`config.mk`:
```
export PLATFORM = sky130hd
export DESIGN_NAME = mdu_hilo
export DESIGN_NICKNAME = d
export VERILOG_FILES = /design/src/rtl/mdu_pkg.sv /design/src/rtl/mdu_signfix.sv /design/src/rtl/mdu_hilo.sv
export SDC_FILE = /design/constraint.sdc
export NUM_CORES = 1
export LEC_CHECK = 0
export BUFFER_PORTS_ARGS = -buffer_cell sky130_fd_sc_hd__buf_2
export CORE_AREA = 8 8 168 329
export DETAILED_ROUTE_END_ITERATION = 8
export DIE_AREA = 0 0 176 337
export PLACE_DENSITY_LB_ADDON = 0.25
export SLEW_MARGIN = 20
export SYNTH_ARGS = -nofsm -noshare
export SYNTH_HDL_FRONTEND = slang
export SYNTH_SLANG_ARGS = --single-unit
```
`constraint.sdc`:
```
create_clock -name clk -period 4 [get_ports clk]
set_input_delay 0.4 -clock clk [delete_from_list [all_inputs] [get_ports clk]]
set_output_delay 0.4 -clock clk [all_outputs]
set_load 0.01 [all_outputs]
```
`src/rtl/mdu_pkg.sv`:
```
// Shared types and constants for the HI/LO multiply/divide unit.
package mdu_pkg;

  typedef enum logic [1:0] {
    MDU_MULT  = 2'b00,
    MDU_MULTU = 2'b01,
    MDU_DIV   = 2'b10,
    MDU_DIVU  = 2'b11
  } mdu_op_t;

  typedef enum logic [1:0] {
    S_IDLE,
    S_CALC,
    S_FIX
  } mdu_state_t;

  localparam int MDU_WIDTH = 32;
  localparam int MDU_CNT_W = $clog2(MDU_WIDTH) + 1;

  function automatic logic op_is_div(input mdu_op_t op);
    return op[1];
  endfunction

  function automatic logic op_is_signed(input mdu_op_t op);
    return ~op[0];
  endfunction

endpackage

```
`src/rtl/mdu_signfix.sv`:
```
// Sign handling for mdu_hilo: operand magnitudes at launch and the
// negate / remainder-sign / divide-by-zero correction applied at FIX.
module mdu_signfix
  import mdu_pkg::*;
#(
  parameter int WIDTH = MDU_WIDTH
) (
  input  mdu_op_t              i_op,
  input  logic [WIDTH-1:0]     i_a,
  input  logic [WIDTH-1:0]     i_b,
  output logic [WIDTH-1:0]     o_mag_a,
  output logic [WIDTH-1:0]     o_mag_b,
  output logic                 o_sign_a,
  output logic                 o_sign_b,
  input  mdu_op_t              i_fix_op,
  input  logic                 i_fix_sa,
  input  logic                 i_fix_sb,
  input  logic                 i_fix_dbz,
  input  logic [2*WIDTH-1:0]   i_prod,
  input  logic [WIDTH-1:0]     i_quo,
  input  logic [WIDTH-1:0]     i_rem,
  output logic [WIDTH-1:0]     o_hi,
  output logic [WIDTH-1:0]     o_lo
);

  logic [2*WIDTH-1:0] w_prod_fix;
  logic [WIDTH-1:0]   w_quo_fix;
  logic [WIDTH-1:0]   w_rem_fix;

  always_comb begin
    o_sign_a = op_is_signed(i_op) & i_a[WIDTH-1];
    o_sign_b = op_is_signed(i_op) & i_b[WIDTH-1];
    o_mag_a  = o_sign_a ? -i_a : i_a;
    o_mag_b  = o_sign_b ? -i_b : i_b;
  end

  // Remainder follows the dividend; with a zero divisor this restores a as-is.
  always_comb begin
    w_prod_fix = (i_fix_sa ^ i_fix_sb) ? -i_prod : i_prod;
    w_quo_fix  = (i_fix_sa ^ i_fix_sb) ? -i_quo  : i_quo;
    w_rem_fix  = i_fix_sa ? -i_rem : i_rem;
    if (op_is_div(i_fix_op)) begin
      o_hi = w_rem_fix;
      o_lo = i_fix_dbz ? {WIDTH{1'b1}} : w_quo_fix;
    end else begin
      o_hi = w_prod_fix[2*WIDTH-1:WIDTH];
      o_lo = w_prod_fix[WIDTH-1:0];
    end
  end

endmodule

```
`src/rtl/mdu_hilo.sv`:
```
// Iterative MULT/MULTU/DIV/DIVU unit with architectural HI/LO registers.
// Optional MDU_EARLY_TERM_EN: multiplies finish once remaining multiplier bits are zero.
module mdu_hilo
  import mdu_pkg::*;
#(
  parameter int WIDTH = MDU_WIDTH
) (
  input  logic             clk,
  input  logic             rst,
  input  logic             start,
  input  logic [1:0]       op,
  input  logic [WIDTH-1:0] a,
  input  logic [WIDTH-1:0] b,
  input  logic             mthi,
  input  logic             mtlo,
  input  logic [WIDTH-1:0] wdata,
  output logic             busy,
  output logic             done,
  output logic [WIDTH-1:0] hi,
  output logic [WIDTH-1:0] lo
);

  localparam int CNT_W = $clog2(WIDTH) + 1;

  mdu_state_t         r_state;
  logic [CNT_W-1:0]   r_cnt;
  mdu_op_t            r_op;
  logic               r_sa;
  logic               r_sb;
  logic               r_dbz;
  logic               r_busy;
  logic               r_done;
  logic [WIDTH-1:0]   r_hi;
  logic [WIDTH-1:0]   r_lo;
  logic [2*WIDTH-1:0] r_mcand;
  logic [WIDTH-1:0]   r_mplier;
  logic [2*WIDTH-1:0] r_prod;
  logic [WIDTH-1:0]   r_dvsr;
  logic [WIDTH-1:0]   r_quo;
  logic [WIDTH-1:0]   r_rem;

  mdu_op_t            w_op;
  logic [WIDTH-1:0]   w_mag_a;
  logic [WIDTH-1:0]   w_mag_b;
  logic               w_sa;
  logic               w_sb;
  logic [WIDTH-1:0]   w_fix_hi;
  logic [WIDTH-1:0]   w_fix_lo;
  logic [WIDTH-1:0]   w_mpl_next;
  logic [2*WIDTH-1:0] w_prod_next;
  logic [WIDTH:0]     w_div_shift;
  logic [WIDTH:0]     w_div_diff;
  logic               w_div_ok;
  logic [WIDTH-1:0]   w_rem_next;
  logic [WIDTH-1:0]   w_quo_next;
  logic               w_last;

  assign w_op = mdu_op_t'(op);

  mdu_signfix #(.WIDTH(WIDTH)) u_signfix (
    .i_op      (w_op),
    .i_a       (a),
    .i_b       (b),
    .o_mag_a   (w_mag_a),
    .o_mag_b   (w_mag_b),
    .o_sign_a  (w_sa),
    .o_sign_b  (w_sb),
    .i_fix_op  (r_op),
    .i_fix_sa  (r_sa),
    .i_fix_sb  (r_sb),
    .i_fix_dbz (r_dbz),
    .i_prod    (r_prod),
    .i_quo     (r_quo),
    .i_rem     (r_rem),
    .o_hi      (w_fix_hi),
    .o_lo      (w_fix_lo)
  );

  // One shift-add or restoring-subtract step per CALC edge.
  always_comb begin
    w_mpl_next  = r_mplier >> 1;
    w_prod_next = r_mplier[0] ? (r_prod + r_mcand) : r_prod;
    w_div_shift = {r_rem, r_quo[WIDTH-1]};
    w_div_diff  = w_div_shift - {1'b0, r_dvsr};
    w_div_ok    = ~w_div_diff[WIDTH];
    w_rem_next  = w_div_ok ? w_div_diff[WIDTH-1:0] : w_div_shift[WIDTH-1:0];
    w_quo_next  = {r_quo[WIDTH-2:0], w_div_ok};
    w_last      = (r_cnt == CNT_W'(WIDTH - 1));
`ifdef MDU_EARLY_TERM_EN
    if (!op_is_div(r_op) && (w_mpl_next == '0)) w_last = 1'b1;
`endif
  end

  always_ff @(posedge clk) begin
    if (rst) begin
      r_state  <= S_IDLE;
      r_cnt    <= '0;
      r_op     <= MDU_MULT;
      r_sa     <= 1'b0;
      r_sb     <= 1'b0;
      r_dbz    <= 1'b0;
      r_busy   <= 1'b0;
      r_done   <= 1'b0;
      r_hi     <= '0;
      r_lo     <= '0;
      r_mcand  <= '0;
      r_mplier <= '0;
      r_prod   <= '0;
      r_dvsr   <= '0;
      r_quo    <= '0;
      r_rem    <= '0;
    end else begin
      r_done <= 1'b0;
      case (r_state)
        S_IDLE: begin
          if (start) begin
            r_op     <= w_op;
            r_sa     <= w_sa;
            r_sb     <= w_sb;
            r_dbz    <= (b == '0);
            r_mcand  <= {{WIDTH{1'b0}}, w_mag_a};
            r_mplier <= w_mag_b;
            r_prod   <= '0;
            r_dvsr   <= w_mag_b;
            r_quo    <= w_mag_a;
            r_rem    <= '0;
            r_cnt    <= '0;
            r_busy   <= 1'b1;
            r_state  <= S_CALC;
          end else begin
            if (mthi) r_hi <= wdata;
            if (mtlo) r_lo <= wdata;
          end
        end
        S_CALC: begin
          r_cnt <= r_cnt + CNT_W'(1);
          if (op_is_div(r_op)) begin
            r_rem <= w_rem_next;
            r_quo <= w_quo_next;
          end else begin
            r_prod   <= w_prod_next;
            r_mcand  <= r_mcand << 1;
            r_mplier <= w_mpl_next;
          end
          if (w_last) r_state <= S_FIX;
        end
        S_FIX: begin
          r_hi    <= w_fix_hi;
          r_lo    <= w_fix_lo;
          r_done  <= 1'b1;
          r_busy  <= 1'b0;
          r_state <= S_IDLE;
        end
        default: begin
          r_busy  <= 1'b0;
          r_state <= S_IDLE;
        end
      endcase
    end
  end

  assign busy = r_busy;
  assign done = r_done;
  assign hi   = r_hi;
  assign lo   = r_lo;

endmodule

```
==> flow_metrics.tcl, run 1 <==
set metrics [dict create \
    fin_crit_sh_pct 94.36 \
    min_path_cells 3 \
    grt_pass1_vias 22892 \
    status "completed" \
    die_area_um2 59310 \
    drcViolationCount 0 \
    drive_gt1_share_pct 11.07 \
    crit_path_max_fanout 7 \
    cts-root-buf "clkbuf_16" \
    via_per_inst 6.301 \
    layout_setup_ws_ns 0.2257 \
    startpoint_type "flop" \
    cts_resized 0 \
    routedWlPerCell_um 24.31 \
    synth.net_count 3221 \
    p_per_area_nw_per_um2 359.5 \
    worstSetupStartpoint "r_prod[12]" \
    cts_tree "built" \
    maxSlewHeadroom_pct 21.01 \
    slew_viol_final 0 \
    r2r_start "r_prod[12]" \
    drv_cap 0 \
    clock_latency_ns 0.57 \
    ys_async_sr_fraction_pct 0 \
    die_w_um 176 \
    clock.fmax_mhz 265.0 \
    yosysUniqueCellTypes 83 \
    p_clk_share_pct 40.5 \
    syn_to_final_growth_pct 12.56 \
    drtIter0Drc 2154 \
    pin_count 169 \
    cp.required_ns 4.45 \
    min_period_ns 3.774 \
    numCtsBuffers 36 \
    synth_edf_count 0 \
    grt_antenna_before_repair 0 \
    min_from "wdata[2]" \
    dieHeight_um 337 \
    placementRows 117 \
    postSynthAreaPerCell_um2 7.506 \
    yosysSeqAreaShare_pct 29.54 \
    power.share.combinational_pct 19.4 \
    rrSetupSlack_ns 0.23 \
    grt_pass1_wl_um 137700 \
    p_leak_nw 10.59 \
    yosys_warnings 0 \
    post_cts_buffers 0 \
    initial_core_util_pct 44.55 \
    ir_worst_vdd_v 0.0003879 \
    overflow 0 \
    layout.nets 3294 \
    synthFlopType "dfxtp_1" \
    cp.arrival_ns 4.23 \
    skew_ns 0.03036 \
    ys_top_cells_by_area "dfxtp_1, nor2_1, a21oi_1, ha_1, xnor2_1" \
    synth_top_area_share_pct 29.54 \
    drt_first_pass_iters 6 \
    cp-end-kind "flop" \
    tns_ns 0 \
    path_clk_slew_ns 0.07 \
    cts_max_path_buffers 3 \
    port_buffers 168 \
    layout_commonest_cell "nor2_1" \
    rr_endpoint "r_prod[57]" \
    min_path_type "in -> reg" \
    cts_max_level 2 \
    gp_congestion 1.040 \
    hold_viol_final 0 \
    via_count 23762 \
    p_int_mw 6.240 \
    synth_top_area_cell "dfxtp_1" \
    wirelength_um 91660 \
    core-area_um2 50800 \
    r2r_cells 11 \
    worstHoldEndpoint "lo[2]" \
    preCtsSetupSlack_ns 0.4363 \
    grt_max_degree 138 \
    switchingPower_mw 2.919 \
    setup_violations 0 \
    ant_nets 0 \
    syn_inst 3015 \
    p_sw_share_pct 31.87 \
    globalRouteTotalUtil_pct 30.04 \
    critical_path_class "reg -> reg" \
    hold_buffers 0 \
    ys_ff_latch 334 \
    synth_area_um2 22630 \
    hpwlAfterDp_um 70040 \
    rsz0062_at_grt "false" \
    final_cell_mix "nor2_1, dfxtp_1, a21oi_1" \
    seqPwrFrac_pct 40.1 \
    cts_sinks 334 \
    worstMarginPinSlew_ns 1.180 \
]
## synth_stat cells, types with 24 or more instances
cell        n
a211oi_1   93
a21o_1     52
a21oi_1   312
a22o_1     31
a22oi_1    43
a311oi_1   38
a31oi_1    39
clkbuf_1  187
dfxtp_1   334
ha_1      101
inv_1      76
nand2_1   285
nand2b_1   24
nand3_1    62
nor2_1    428
nor3_1     51
nor4_1     29
o21ai_0   169
o221ai_1   26
xnor2_1   134
xor2_1    122
## how the worst max path moves through the flow
stage | cells past startpoint | endpoint | slack, ns
4_1_cts | 14 | r_rem[31] | 0.39
6_report | 11 | r_prod[57] | 0.23
2_1_floorplan | 14 | r_rem[24] | 0.87
5_1_grt | 11 | r_prod[57] | 0.04
3_5_place_dp | 14 | r_rem[31] | 0.44
3_3_place_gp | 14 | r_rem[31] | 0.48
## per-layer routing
metal	track usage (%)	vias to the layer above	wire length [um]
li1	-	11087	-
met1	31.97	11287	33150
met2	53.38	1065	45310
met3	4.403	323	5651
met4	21.60	0	7543
met5	0	-	0
## cells by family (layout without fill, tap and decap cells)
logic type | after synthesis | in the layout | synth area share (%)
muxes | 24 | 24 | 1.073
AOI/OAI and AO/OA | 988 | 988 | 28.36
and+or+nand+nor | 1028 | 1028 | 20.59
other | 0 | 1 | 0
xor gates and xnor gates | 256 | 256 | 9.907
adders and majority gates | 103 | 103 | 5.761
DFF | 334 | 334 | 29.54
buffers and inverters | 282 | 383 | 4.766
## power by group through the flow
stage / sequential, mW / clock (mW) / combinational, mW
after floorplan: 3.69 / 0 / 1.16
after global placement: 3.74 / 0 / 1.71
after CTS: 3.67 / 3.76 / 1.75
after detailed placement: 3.74 / 0 / 1.74
final: 3.67 / 3.71 / 1.78
after global routing: 3.68 / 3.87 / 1.93
## worst max-delay path, cell delays in order (launching register included)
cell and delay (ns):
dfxtp_1 0.37, ha_1 0.44, nand2_1 0.14, o21ai_0 0.71
nand2_1 0.22, nand3_1 0.19, o21ai_0 0.15, a211oi_1 0.36
o22ai_1 0.28, o41ai_1 0.47, xor2_1 0.11, a22o_1 0.20
## stage by stage
step | utilization, % | hold WS (ns) | cells | cell area (um^2) | power, mW
floorplan | - | 0.4363 | 3015 | 22630 | 4.843
global placement | 47.59 | 0.4451 | 3703 | 24180 | 5.449
detailed placement | 47.59 | 0.4506 | 3703 | 24180 | 5.476
CTS | 50.09 | 0.08600 | 3769 | 25440 | 9.174
global route | 50.14 | 0.1037 | 3770 | 25470 | 9.494
finish | 50.15 | 0.1047 | 3771 | 25470 | 9.158
## cell type report
class	instances	area (um^2)
antenna	1	2.502
clock buffer	48	1017
clock inverter	18	251.5
fill	4988	25320
inverter	77	289.0
multi-input combinational	2399	14960
sequential	334	6688
tap	654	818.3
timing repair buffer	240	1448
## state kept, by name (all words and copies together) (netlist names), 6 cells and up
register,count
r_mcand,64
r_rem,32
r_cnt,6
lo,32
r_prod,64
r_quo,32
r_dvsr,32
hi,32
r_mplier,32
No activity file was read; power rests on OpenSTA's default activity.
==> run 2, diff against run 1 <==
ABC_AREA = 1   (was unset)
CORE_AREA = 8 8 186 364   (was 8 8 168 329)
DIE_AREA = 0 0 194 372   (was 0 0 176 337)
HOLD_SLACK_MARGIN = 0.1   (was unset)
==> run 2 against run 1 <==
Clock skew grew 0.0086 ns. Clock power down 1%. Total power increased by 6.4%. Die area increased by 22%. Via count up 39%.
==> flow_metrics.tcl, run 2 <==
set metrics [dict create \
    placementRows 130 \
    critPathSlowestCell "nand3_1" \
    hpwlAfterDp_um 109900 \
    ant_nets 0 \
    cp.required_ns 4.44 \
    synth_top_area_share_pct 23.95 \
    r2r_start "r_sa" \
    slew_viol_final 0 \
    yosysSeqAreaShare_pct 23.95 \
    dieHeight_um 372 \
    dr_wl_met2_um 68640 \
    ys_async_sr_fraction_pct 0 \
    synth.most_common_cell "nand2_1" \
    min_period_ns 3.202 \
    cts_resized 0 \
    place_area_um2 29470 \
    globalRouteTotalUtil_pct 36.68 \
    status "completed" \
    synth_top_area_cell "dfxtp_1" \
    hold_buffers 0 \
    cts_tree "built" \
    overflow 0 \
    clock.fmax_mhz 312.3 \
    drive_gt1_share_pct 6.268 \
    cts-root-buf "clkbuf_16" \
    cts_sinks 334 \
    ys_ff_latch 334 \
    syn_inst 5052 \
    hold_slack_ns 0.1436 \
    startpoint_type "flop" \
    p_int_mw 6.234 \
    cp.arrival_ns 3.64 \
    pin_count 169 \
    cts_max_level 2 \
    synth_area_um2 27920 \
    preCtsSetupSlack_ns 0.8844 \
    switchingPower_mw 3.509 \
    synth_edf_count 0 \
    final_util_pct 48.93 \
    critical_path_buf_inv_count 2 \
    crit_path_max_fanout 41 \
    via_per_inst 5.558 \
    drtIter0Drc 2337 \
    drv_cap 0 \
    grt_pass1_vias 32660 \
    layout.nets 5334 \
    min_from "b[0]" \
    yosys_warnings 0 \
    drt_first_pass_iters 6 \
    critical_path_class "reg -> reg" \
    grt_max_degree 86 \
    p_clk_share_pct 37.7 \
    yosys-top-cells-count "nand2_1, inv_1, nor2_1" \
    gp_congestion 1.062 \
    drcViolationCount 0 \
    worstMarginPinSlew_ns 1.137 \
    reg_top3 "r_mcand (64), r_prod (64)" \
    via_count 33072 \
    hold_viol_final 0 \
    cp-end-kind "flop" \
    ys_top_cells_by_area "dfxtp_1, nand2_1, inv_1, a21oi_1, nand3_1" \
    wl_met3_um 6852 \
    post_cts_buffers 0 \
    die_w_um 194 \
    maxSlewHeadroom_pct 23.66 \
    crit_path_cell_trace "buf_4 -> nand2_1 -> nand2_4 -> buf_4 -> o21ai_0 -> nand3_1 -> nor2_1 -> nand3_1 -> nand3_1 -> nand2_1 -> nand2_1 -> a21oi_1" \
    routedWlPerCell_um 22.96 \
    grt_pass1_wl_um 199300 \
    tns_ns 0 \
    die_area_um2 72170 \
    skew_ns 0.03898 \
    clock_latency_ns 0.59 \
    wirelength_um 136600 \
    grt_antenna_before_repair 6 \
    postSynthAreaPerCell_um2 5.526 \
    yosysUniqueCellTypes 44 \
    layout_setup_ws_ns 0.7981 \
    fin_crit_sh_pct 80.05 \
    power.share.combinational_pct 24.6 \
    setup_violations 0 \
    ir_worst_vdd_v 0.0003878 \
    p_sw_share_pct 36.01 \
    synth.net_count 5258 \
    core-area_um2 62790 \
    p_leak_nw 15.92 \
    final_cell_mix "nand2_1, inv_1, nor2_1" \
    syn_to_final_growth_pct 10.03 \
    port_buffers 168 \
    worstSetupStartpoint "r_sa" \
    drt-met1-wl_um 43040 \
    p_per_area_nw_per_um2 317.2 \
    synthFlopType "dfxtp_1" \
    design_area_um2 30720 \
    slowest_delay_ns 0.43 \
    seqPwrFrac_pct 37.7 \
    numCtsBuffers 36 \
    min_path_type "in -> reg" \
    layout_commonest_cell "nand2_1" \
    rsz0062_at_grt "false" \
    routed.top_layer "met5" \
    fillCellCount 7091 \
    path_clk_slew_ns 0.07 \
    cp_top_family "simple AND/OR/NAND/NOR gates" \
    initial_core_util_pct 44.47 \
    cts_max_path_buffers 3 \
]
-- run 2: changes by cell type in the layout (fill, tap and decap cells not counted), moves of 50 or more --
cell	change
a211oi_1	-91
xor2_1	-89
nor2_1	+109
xnor2_1	-109
a21oi_1	+189
nand2_1	+1306
a21o_1	-50
nand3_1	+372
inv_1	+658
o21ai_0	+135
-- run 2: power by group through the flow --
stage | Clock [mW] | Combinational [mW] | Sequential, mW
after global routing | 3.82 | 2.62 | 3.69
after floorplan | 0 | 1.49 | 3.70
after detailed placement | 0 | 2.34 | 3.74
final | 3.67 | 2.40 | 3.68
after CTS | 3.72 | 2.35 | 3.67
after global placement | 0 | 2.34 | 3.74
-- run 2: logic make-up after synthesis --
kind of cell	after synthesis	synth area share (%)
fa+ha+maj	103	4.670
xor+xnor	55	1.725
buf+inv	920	12.56
simple gates	2751	40.60
compound gates	889	16.50
flops	334	23.95
-- run 2: layout make-up --
class / count / area (um^2) / share of cell area, %
multi-input combinational: 3798 / 17800 / 57.93
inverter: 747 / 2806 / 9.136
tap: 792 / 991.0 / 3.226
timing repair buffer: 211 / 1195 / 3.890
antenna: 5 / 12.51 / 0.04073
sequential: 334 / 6686 / 21.77
clock inverter: 17 / 222.7 / 0.7250
clock buffer: 46 / 1008 / 3.283
-- run 2: metrics by stage --
step / power, mW / std cells
3_3_place_gp: 6.076 / 5882
6_report: 9.744 / 5950
3_5_place_dp: 6.078 / 5882
4_1_cts: 9.735 / 5945
5_1_grt: 10.13 / 5945
2_1_floorplan: 5.185 / 5052
-- run 2: metal layers --
layer / global-route usage (%) / vias to the layer above
met5: 0 / -
met4: 40.44 / 4
met3: 5.576 / 546
met2: 68.57 / 1201
met1: 31.44 / 15050
li1: - / 16271
-- run 2: final timing paths --
kind,endpoint,slack [ns],cells past startpoint
setup reg to reg,hi[9],0.80,12
setup / recovery,hi[9],0.80,12
hold reg to reg,busy,0.46,2
hold / removal,r_mplier[0],0.14,3
-- run 2: worst reg2reg max path, stage by stage (launching register included) --
cell     delay (ns)
dfxtp_1        0.32
buf_4          0.22
nand2_1        0.15
nand2_4        0.27
buf_4          0.35
o21ai_0        0.38
nand3_1        0.43
nor2_1         0.39
nand3_1        0.14
nand3_1        0.19
nand2_1        0.07
nand2_1        0.09
a21oi_1        0.07
